$ cat config.mk
export PLATFORM = sky130hd
export DESIGN_NAME = prog_loader
export DESIGN_NICKNAME = d
export VERILOG_FILES = /design/src/rtl/proc_isa_pkg.sv /design/src/rtl/instr_mem.sv /design/src/rtl/prog_loader.sv
export SDC_FILE = /design/constraint.sdc
export NUM_CORES = 1
export LEC_CHECK = 0
export ABC_AREA = 1
export CAP_MARGIN = 20
export CORE_MARGIN = 4
export CORE_UTILIZATION = 25
export CTS_BUF_LIST = sky130_fd_sc_hd__clkbuf_8 sky130_fd_sc_hd__clkbuf_16
export DETAILED_ROUTE_END_ITERATION = 10
export MAX_ROUTING_LAYER = met4
export SLEW_MARGIN = 10
export SYNTH_ARGS = -nofsm -noshare
export SYNTH_HDL_FRONTEND = slang
export SYNTH_SLANG_ARGS = --single-unit
export TNS_END_PERCENT = 50
$ cat constraint.sdc
create_clock -name clk -period 4.8 [get_ports clk]
set_input_delay 0.72 -clock clk [delete_from_list [all_inputs] [get_ports clk]]
set_output_delay 0.72 -clock clk [all_outputs]
set_load 0.1 [all_outputs]
$ cat src/rtl/proc_isa_pkg.sv
// Shared ISA constants and loader types for the 16-bit core.
// Holds the opcode map, field positions and loader state encoding.
package proc_isa_pkg;

  localparam int DEPTH_DEF = 8;
  localparam int AW_DEF    = 3;
  localparam int IW_DEF    = 16;

  localparam int OP_HI = 15;
  localparam int OP_LO = 12;

  localparam logic [3:0] OP_ADD = 4'b0000;
  localparam logic [3:0] OP_SUB = 4'b0001;
  localparam logic [3:0] OP_AND = 4'b0010;
  localparam logic [3:0] OP_OR  = 4'b0011;
  localparam logic [3:0] OP_LDI = 4'b1000;
  localparam logic [3:0] OP_ST  = 4'b1010;

  typedef enum logic [2:0] {
    ST_IDLE,
    ST_LEN,
    ST_HI,
    ST_LO,
    ST_CHK,
    ST_DONE,
    ST_FAIL
  } ld_state_t;

  function automatic logic op_legal(
    input logic [3:0] op
  );
    logic ok;
    ok = 1'b0;
    case (op)
      OP_ADD, OP_SUB,
      OP_AND, OP_OR,
      OP_LDI, OP_ST: ok = 1'b1;
      default:       ok = 1'b0;
    endcase
    return ok;
  endfunction

endpackage

$ cat src/rtl/instr_mem.sv
// Instruction store: one write port, clear-all, async read.
// Clear takes priority so a restarting load never sees stale words.
module instr_mem #(
  parameter int DEPTH = 8,
  parameter int AW    = 3,
  parameter int IW    = 16
) (
  input  logic          clk,
  input  logic          clear,
  input  logic          we,
  input  logic [AW-1:0] waddr,
  input  logic [IW-1:0] wdata,
  input  logic [AW-1:0] raddr,
  output logic [IW-1:0] rdata
);

  logic [IW-1:0] mem [DEPTH];

  // clear wipes every entry; otherwise single word write
  always_ff @(posedge clk) begin
    if (clear) begin
      for (int i = 0; i < DEPTH; i++)
        mem[i] <= '0;
    end else if (we) begin
      mem[waddr] <= wdata;
    end
  end

  assign rdata = mem[raddr];

endmodule

$ cat src/rtl/prog_loader.sv
// Byte-stream program loader and fetch port for the 16-bit core.
// Keeps the core in reset until a checksum-valid program is resident.
module prog_loader
  import proc_isa_pkg::*;
#(
  parameter int DEPTH = DEPTH_DEF,
  parameter int AW    = AW_DEF,
  parameter int IW    = IW_DEF
) (
  input  logic          clk,
  input  logic          reset,
  input  logic          start,
  input  logic          rx_valid,
  input  logic [7:0]    rx_data,
  output logic          rx_ready,
  input  logic [AW-1:0] fetch_addr,
  output logic [IW-1:0] fetch_instr,
  output logic          core_reset,
  output logic          busy,
  output logic          done,
  output logic          fail,
  output logic          err_illegal,
  output logic [3:0]    illegal_cnt,
  output logic [7:0]    checksum
);

  localparam logic [7:0] DEPTH_B = 8'(DEPTH);
  localparam logic [AW:0] ONE    = (AW+1)'(1);

  ld_state_t state;
  ld_state_t state_nxt;

  logic          xfer;
  logic          load_go;
  logic          len_bad;
  logic [AW:0]   len_q;
  logic [AW:0]   idx_q;
  logic [AW:0]   idx_nx;
  logic [7:0]    hi_q;
  logic [7:0]    cks_q;
  logic [3:0]    cnt_q;
  logic          err_q;
  logic          mem_we;
  logic          mem_clr;
  logic [IW-1:0] word;
  logic          word_ok;

  assign xfer    = rx_valid & rx_ready;
  assign len_bad = (rx_data == 8'd0) || (rx_data > DEPTH_B);
  assign idx_nx  = idx_q + ONE;
  assign word    = IW'({hi_q, rx_data});
  assign word_ok = op_legal(word[OP_HI:OP_LO]);
  assign mem_we  = xfer && (state == ST_LO);
  assign mem_clr = reset | load_go;

  // state register
  always_ff @(posedge clk) begin
    if (reset) state <= ST_IDLE;
    else       state <= state_nxt;
  end

  // next-state decode
  always_comb begin
    state_nxt = state;
    case (state)
      ST_IDLE,
      ST_DONE,
      ST_FAIL: if (start) state_nxt = ST_LEN;
      ST_LEN: if (xfer)
        state_nxt = len_bad ? ST_FAIL : ST_HI;
      ST_HI: if (xfer) state_nxt = ST_LO;
      ST_LO: if (xfer)
        state_nxt = (idx_nx == len_q) ? ST_CHK : ST_HI;
      ST_CHK: if (xfer)
        state_nxt = (rx_data == cks_q) ? ST_DONE : ST_FAIL;
      default: state_nxt = ST_IDLE;
    endcase
  end

  // status outputs and load-start strobe
  always_comb begin
    rx_ready   = 1'b0;
    busy       = 1'b0;
    done       = 1'b0;
    fail       = 1'b0;
    core_reset = 1'b1;
    load_go    = 1'b0;
    unique case (1'b1)
      (state == ST_LEN),
      (state == ST_HI),
      (state == ST_LO),
      (state == ST_CHK): begin
        rx_ready = 1'b1;
        busy     = 1'b1;
      end
      (state == ST_DONE): begin
        done       = 1'b1;
        core_reset = 1'b0;
        load_go    = start;
      end
      (state == ST_FAIL): begin
        fail    = 1'b1;
        load_go = start;
      end
      default: load_go = start;
    endcase
  end

  // length, word index, checksum and opcode bookkeeping
  always_ff @(posedge clk) begin
    if (reset || load_go) begin
      len_q <= '0;
      idx_q <= '0;
      hi_q  <= '0;
      cks_q <= '0;
      cnt_q <= '0;
      err_q <= 1'b0;
    end else if (xfer) begin
      if (state != ST_CHK)
        cks_q <= cks_q ^ rx_data;
      unique case (1'b1)
        (state == ST_LEN):
          len_q <= rx_data[AW:0];
        (state == ST_HI):
          hi_q <= rx_data;
        (state == ST_LO): begin
          idx_q <= idx_nx;
          if (!word_ok) begin
            err_q <= 1'b1;
            if (cnt_q != 4'hF)
              cnt_q <= cnt_q + 4'd1;
          end
        end
        default: ;
      endcase
    end
  end

  assign checksum    = cks_q;
  assign illegal_cnt = cnt_q;
  assign err_illegal = err_q;

  instr_mem #(
    .DEPTH (DEPTH),
    .AW    (AW),
    .IW    (IW)
  ) u_mem (
    .clk   (clk),
    .clear (mem_clr),
    .we    (mem_we),
    .waddr (idx_q[AW-1:0]),
    .wdata (word),
    .raddr (fetch_addr),
    .rdata (fetch_instr)
  );

endmodule

Word level (Yosys, flattened, before mapping). Memory sizes are Yosys's and may differ from the RTL's. Cells that the tools add are included.

Word-level logic and storage cells: 75. Bits in writable memories: 128. Memories: 1. Bits in registers: 32. Bits of input ports: 15. Output and inout bits: 34.

Memories: u_mem.mem (words 8, bits a word 16, read ports 1, clocked after Yosys merged registers in 0, wr ports 8, line instr_mem.sv:17) `logic [IW-1:0] mem [DEPTH];`.

$lt $le $gt $ge: 1. Equality and inequality tests: 20. Mux-type cells: 23. Bitwise gates (word level): 4. $add $sub $neg: 2. Reductions and logical operators: 17.

Operator list (number): $mux 3 (8); $mux 16 (1); $reduce_or 16->1 (1); $pmux 3 s5 (1); $mux 1 (12); $ne 2x2->1 const B (5); $eq 3x3->1 const B (3); $add 4x1->4 const B (2); $eq 4x2->1 const B (2); $eq 4x4->1 const B (2); $eq 8x8->1 (1); $gt 8x4->1 const B (1); $logic_not 8->1 (1); $reduce_and 2->1 (4); $xor 8x8->8 (1); $eq 3x2->1 const B (2); $reduce_or 6->1 (1); $reduce_and 5->1 (1); $eq 4x1->1 const B (1); $eq 4x4->1 (1); $logic_not 4->1 (1); $ne 4x4->1 const B (1); $reduce_and 4->1 (1); $reduce_or 4->1 (1); other kinds (11) (12).

Depth between registers and ports, before layout.
Word-level depth: 10. Mapped depth: 11. Depth with buffers taken out: 11.

Modules after synthesis. From an unflattened synthesis, not the netlist that was laid out.

Cell total of the unflattened synthesis: 998. Area, all modules: 8040.2 sq um.

By module, submodules not included: instr_mem (area an instance 6316.1 sq um, times used 1, cells an instance 734, seq. area each 3843.7 sq um); prog_loader (area an instance 1724.2 sq um, times used 1, cells an instance 264, seq. area each 640.6 sq um).

Least setup slack after synthesis. Ideal clock, no wire load.

Path type: input to output. From: in fetch_addr[0]. To: out fetch_instr[0]. Stages: 6. Data required time: 4.080 ns. Arrival: 3.141 ns. Setup slack: 0.939 ns. Path buffers: 2. Path through: clkbuf_1 clkbuf_1 nor2_1 nor2_1 o21ai_0 a31oi_1.

Word-level cells in the longest chain between the ends: 1.

Ends and longest elaborated chain: start, declared (line prog_loader.sv:16) `input logic [AW-1:0] fetch_addr,`; $mem_v2 8x16; end, declared (line prog_loader.sv:17) `output logic [IW-1:0] fetch_instr,`.

Every way passes these cells.

Worst setup path after layout.
From: in fetch_addr[1]. To: out fetch_instr[15].

Same word-level chain as after synthesis.

==> flow_metrics.py <==
metrics = {
    "outcome": {
        "status": "complete, no violations",
    },
    "timing": {
        "rsz0062_at_grt": "false",
        "finalCritPeriodShare": 0.769,
        "slew_headroom": 0.337,
        "hold_viol_final": 0,
        "worst_pin_slew_ns": 0.992,
        "fin_skew_ns": 0.00974,
        "slew_violations": 0,
        "tns_ns": 0,
        "setup_viol": 0,
        "max_freq_mhz": 271,
        "min_period_ns": 3.69,
    },
    "cts": {
        "insertion_delay_ns": 0.43,
        "cts_made_buffers": 17,
        "cts_setup_buffers": 0,
        "h-tree-depth": 4,
        "cts_max_path_buffers": 2,
        "numClockSinks": 160,
        "holdBufCountCts": 0,
        "cts_tree": "done",
        "clock-root-buffer": "clkbuf_16",
        "clk_pin_slew_worst_paths_ns": 0.06,
        "post_cts_resized": 0,
    },
    "synth": {
        "synth-compound-area-share": 0.0999,
        "synth_area_per_cell_um2": 9.14,
        "yosysSeqAreaShare": 0.611,
        "synth-xor-area-share": 0.00239,
        "synth-edff-count": 128,
        "synth.area.mux_share": 0,
        "synth_top_family_by_area": "simple AND/OR/NAND/NOR gates",
        "synthDistinctLibCells": 33,
        "synthAdderAreaFrac": 0.00341,
        "synth_simple_gate_area_frac": 0.226,
        "synthCells": 803,
        "yosysWarnings": 0,
        "ys_seq_elements": 160,
        "syn_area_um2": 7340,
        "synth_nets": 820,
        "synth_ff_type": "edfxtp_1",
        "async_flop_share": 0,
    },
    "drt": {
        "wire_per_inst_um": 16.5,
        "via_count": 5690,
        "ant_nets": 0,
        "drt_iter0_drc": 476,
        "drc": 0,
        "wirelength_um": 20300,
        "viasPerCell": 4.62,
        "dr.pass1.iters": 5,
    },
    "global_routing": {
        "grt_first_pass_wirelength_um": 31300,
        "overflow": 0,
        "grt_pass1_vias": 5635,
        "grt_use_met3": 0.0269,
        "track_usage": 0.132,
        "grtUsageMet1": 0.172,
        "grt.busiest_layer": "met2",
        "grt_max_degree": 65,
        "antenna_found_initial": 0,
        "grt_use_met2": 0.209,
    },
    "worst_hold_path": {
        "hp-start": "hi_q[5]$_SDFFE_PP0P_",
        "worstHoldEndpoint": "hi_q[5]$_SDFFE_PP0P_",
        "hp-class": "reg2reg",
        "hold_depth": 2,
    },
    "worst_setup_path": {
        "cp-end-kind": "output port",
        "cp_max_fo": 32,
        "r2r.worst_path.cells": 9,
        "crit_buf_inv": 3,
        "critical_path.slowest_cell": "inv_1",
        "crit_chain": "clkdlybuf4s50_1 > inv_1 > o21ai_0 > o22ai_1 > nor2_1 > a31oi_1 > buf_12",
        "worstPathArrival_ns": 2.97,
        "timing.rr.end": "u_mem.mem[2][15]$_SDFFCE_PN0P_",
        "reg2reg_from": "state[1]$_SDFFE_PP0P_",
        "slowest_delay_ns": 0.72,
        "crit_type": "in2out",
        "startpoint_type": "input pin",
        "cp.required_ns": 4.08,
        "r2r_setup_slack_ns": 1.92,
        "crit_family": "buffers and inverters",
    },
    "placed_design": {
        "portBuffers": 48,
        "gp_congestion": 0.853,
        "dp_hpwl_um": 13100,
    },
    "floorplan": {
        "pin_count": 49,
        "core_region_area_um2": 28900,
        "rows": 62,
        "dieArea_um2": 32200,
        "die_y_um": 179,
        "initial_core_util": 0.254,
        "die_w_um": 179,
    },
    "finish": {
        "multiInputGateArea_um2": 2430,
        "final_util": 0.310,
        "final_cell_mix": "nor2_1, edfxtp_1, nand2_1",
        "seq_area_um2": 4480,
        "fillers": 3018,
        "drive_gt1_frac": 0.0826,
        "antenna_cells": 0,
        "mostFrequentLayoutCell": "nor2_1",
        "finalNetCount": 851,
        "syn_to_final_growth_pct": 21.8,
    },
    "flow_run": {
        "maxCapViolCount": 0,
    },
    "power_and_ir_drop": {
        "ir_drop_mv": 0.491,
        "power.leakage_nw": 3.32,
        "power_density_nw_per_um2": 516,
        "power_mw": 4.61,
    },
}
==> synthesized netlist by cell type, types with 5 or more instances <==
cell      number  area (µm²)
nor2_1       270        1010
edfxtp_1     128        3840
nand2_1       84         315
o21ai_0       72         360
inv_1         46         173
dfxtp_1       32         641
a21oi_1       30         150
nand3_1       30         150
clkbuf_1      28         105
a31oi_1       16         100
o22ai_1       16         100
clkinv_1       7        26.3
buf_2          6        30.0
nand2_4        5        56.3
==> worst max path at each step <==
stage                                                to     startpoint  cells past startpoint
after CTS                                fetch_instr[5]  fetch_addr[1]                      7
final                                   fetch_instr[15]  fetch_addr[1]                      7
after global routing                     fetch_instr[5]  fetch_addr[1]                      7
after global placement    u_mem.mem[5][9]$_SDFFCE_PN0P_       rx_valid                      7
after floorplan                          fetch_instr[0]  fetch_addr[0]                      6
after detailed placement  u_mem.mem[5][9]$_SDFFCE_PN0P_       rx_valid                      7
==> report_power, final <==
group | internal (mW) | total (mW) | switching, mW
Clock | 0.920 | 1.48 | 0.560
Sequential | 1.84 | 1.95 | 0.112
Combinational | 0.293 | 1.18 | 0.890
==> metrics by stage <==
| step | setup slack, ns | area [µm²] | hold WS [ns] | cells |
|---|---|---|---|---|
| 4_1_cts | 1.10 | 8940 | 0.464 | 1231 |
| 5_1_grt | 0.864 | 8940 | 0.489 | 1231 |
| 3_3_place_gp | 1.00 | 8300 | 0.449 | 1199 |
| 6_report | 1.11 | 8940 | 0.464 | 1231 |
| 3_5_place_dp | 1.03 | 8300 | 0.454 | 1199 |
| 2_1_floorplan | 0.939 | 7340 | 0.441 | 803 |
==> metal layers <==
layer  up-vias  share of wire  wire length [µm]
met5         -              0                 0
met1      2739           0.43              8820
met3        26          0.060              1210
met4         0          0.021               435
li1       2744              -                 -
met2       181           0.48              9810
==> flip-flops by register name, indices dropped and copies added (netlist names) <==
signal / cells
u_mem.mem: 128
checksum: 8
hi_q: 8
idx_q: 4
illegal_cnt: 4
len_q: 4
state: 3
err_illegal: 1
==> kinds of logic after synthesis <==
group,Yosys count
simple gates,403
flops,160
compound gates,137
buf+inv,99
xor+xnor,2
fa+ha+maj,2
==> tightest hold or removal path, stage by stage (launching register included) <==
cell	delay, ns
dfxtp_1	0.31
nand2_1	0.06
a21oi_1	0.05
==> cell type report <==
class	instances	area share
Tap cell	384	0.0537
Inverter	56	0.0238
Multi-Input combinational cell	544	0.272
Sequential cell	160	0.501
Timing Repair Buffer	55	0.0770
Clock inverter	15	0.0243
Clock buffer	17	0.0476
No activity file was read; power rests on OpenSTA's default activity.
==> patch, RTL diff (config.mk and constraints unchanged) <==
The 7 states of `ld_state_t` get a one-hot encoding in 7 bits.
--- a/src/rtl/proc_isa_pkg.sv
+++ b/src/rtl/proc_isa_pkg.sv
@@ -16,14 +16,14 @@
   localparam logic [3:0] OP_LDI = 4'b1000;
   localparam logic [3:0] OP_ST  = 4'b1010;
 
-  typedef enum logic [2:0] {
-    ST_IDLE,
-    ST_LEN,
-    ST_HI,
-    ST_LO,
-    ST_CHK,
-    ST_DONE,
-    ST_FAIL
+  typedef enum logic [6:0] {
+    ST_IDLE = 7'b0000001,
+    ST_LEN  = 7'b0000010,
+    ST_HI   = 7'b0000100,
+    ST_LO   = 7'b0001000,
+    ST_CHK  = 7'b0010000,
+    ST_DONE = 7'b0100000,
+    ST_FAIL = 7'b1000000
   } ld_state_t;
 
   function automatic logic op_legal(
Formal check against the unedited RTL: same outputs for any inputs over 4 cycles, from zero or initial values and one cycle with reset high; so few cycles prove little.
==> patch against the original RTL <==
- sequential cell count rose by 4
- worst setup slack improved by 200 ps
- hold slack improved by 2.5 ps
- final cell count rose by 4.0%
- wire length fell by 2.3%
- total power fell by 21%
- area after synthesis rose by 3.9%
- register-to-register slack got worse by 360 ps
- sequential share of layout area fell by 0.44 points
- core utilization fell by 0.25 points
- critical path depth rose by 1
- maximum frequency rose by 5.9%
- synthesized cell count rose by 4.5%
- design area rose by 2.7%
- critical endpoint is now fetch_instr[5]
- highest routed layer unchanged
==> patch: results (changes against the original RTL) <==
Run status
  • Status: finished, final reports clean

GRT
  • M2 GR Usage: 18.42% (-2.5 points)
  • Tot GR Track Use: 12.10% (-1.1 points)
  • First-pass GRT wire length: 30770 um (-1.7%)
  • Grt met3 use: 2.352% (-0.33 points)
  • Routing usage on met1: 16.52% (-0.71 points)

Route
  • Wirelength per Cell: 15.48 um (-6.0%)
  • Via count: 5846 (+2.7%)
  • Post-Route WL: 19820 um (-2.3%)
  • Met2 WL post-DR: 9030 um (-7.9%)
  • Routed wl met3: 1228 um (+1.2%)
  • Pre-antenna DRT Iters: 6 (+1)
  • M1 WL: 9284 um (+5.3%)

Layout
  • Final net count: 894 (+5.1%)
  • # fillers: 3062 (+1.5%)
  • Layout cells sized above 1: 9.663% (+1.4 points)

Synthesis
  • Largest cells by area after synthesis: edfxtp_1 50%, nor2_1 14%, dfxtp_1 9.4%, nand2_1 5.1%, o21ai_0 4.5%
  • Synth cell count leaders: 280 x nor2_1, 128 x edfxtp_1, 103 x nand2_1
  • Syn_nets: 856 (+4.4%)
  • Cell variety after synth: 29 (-12%)
  • Cells after synthesis: 839 (+4.5%)

STA
  • Clock skew: 10.44 ps (+0.6974 ps)
  • Worst-Margin Slew: 985.9 ps (-6.109 ps)

Place
  • Final GP Congestion: 0.8671 (+1.6%)
  • Detail Placement HPWL: 12750 um (-3.0%)

Power and ir drop
  • Worst VDD drop: 0.1849 mV (-62%)
  • Leakage: 3.424 nW (+3.0%)
==> patch: changes by cell type after synthesis, sizes merged, moves of 4 or more <==
cell	before	now
xnor2	1	9
a21oi	30	17
inv	49	45
a211oi	0	10
clkinv	7	17
nor2	273	297
nand3	31	15
clkbuf	28	22
dfxtp	32	36
nand2	91	114
==> patch: worst max-delay path: stages <==
cell	delay, ps
buf_2	90
clkinv_1	670
buf_4	500
o21ai_0	170
o22ai_1	90
nor2_1	190
a31oi_1	110
buf_12	210
==> patch: final timing paths <==
check             slack (ps)     startpoint              end
hold reg to reg          470    err_illegal      err_illegal
setup reg to reg        1560       state[5]  u_mem.mem[0][8]
setup / recovery        1310  fetch_addr[0]   fetch_instr[5]
hold / removal           470    err_illegal      err_illegal
==> patch: power groups by stage <==
| stage | registers [mW] | clock network [mW] | logic (mW) |
|---|---|---|---|
| global placement | 1.69 | 0 | 0.589 |
| floorplan | 1.70 | 0 | 0.390 |
| CTS | 1.66 | 1.39 | 0.594 |
| finish | 1.66 | 1.38 | 0.590 |
| global route | 1.67 | 1.46 | 0.635 |
| detailed placement | 1.69 | 0 | 0.592 |
==> patch: cell families after synthesis <==
logic type                 after synthesis  synth area share [%]
buffers and inverters                   99                 5.889
DFF                                    164                 59.84
adders and majority gates                2                0.3280
AOI/OAI and AO/OA                      129                 9.367
and+or+nand+nor                        433                 23.20
xor gates and xnor gates                12                 1.378
==> patch: area by class of cell <==
cell class / count / area share [%]
Clock inverter: 15 / 1.771
Tap cell: 390 / 5.314
Clock buffer: 17 / 4.633
Timing Repair Buffer: 56 / 7.576
Multi-Input combinational cell: 576 / 28.46
Inverter: 62 / 2.534
Sequential cell: 164 / 49.71
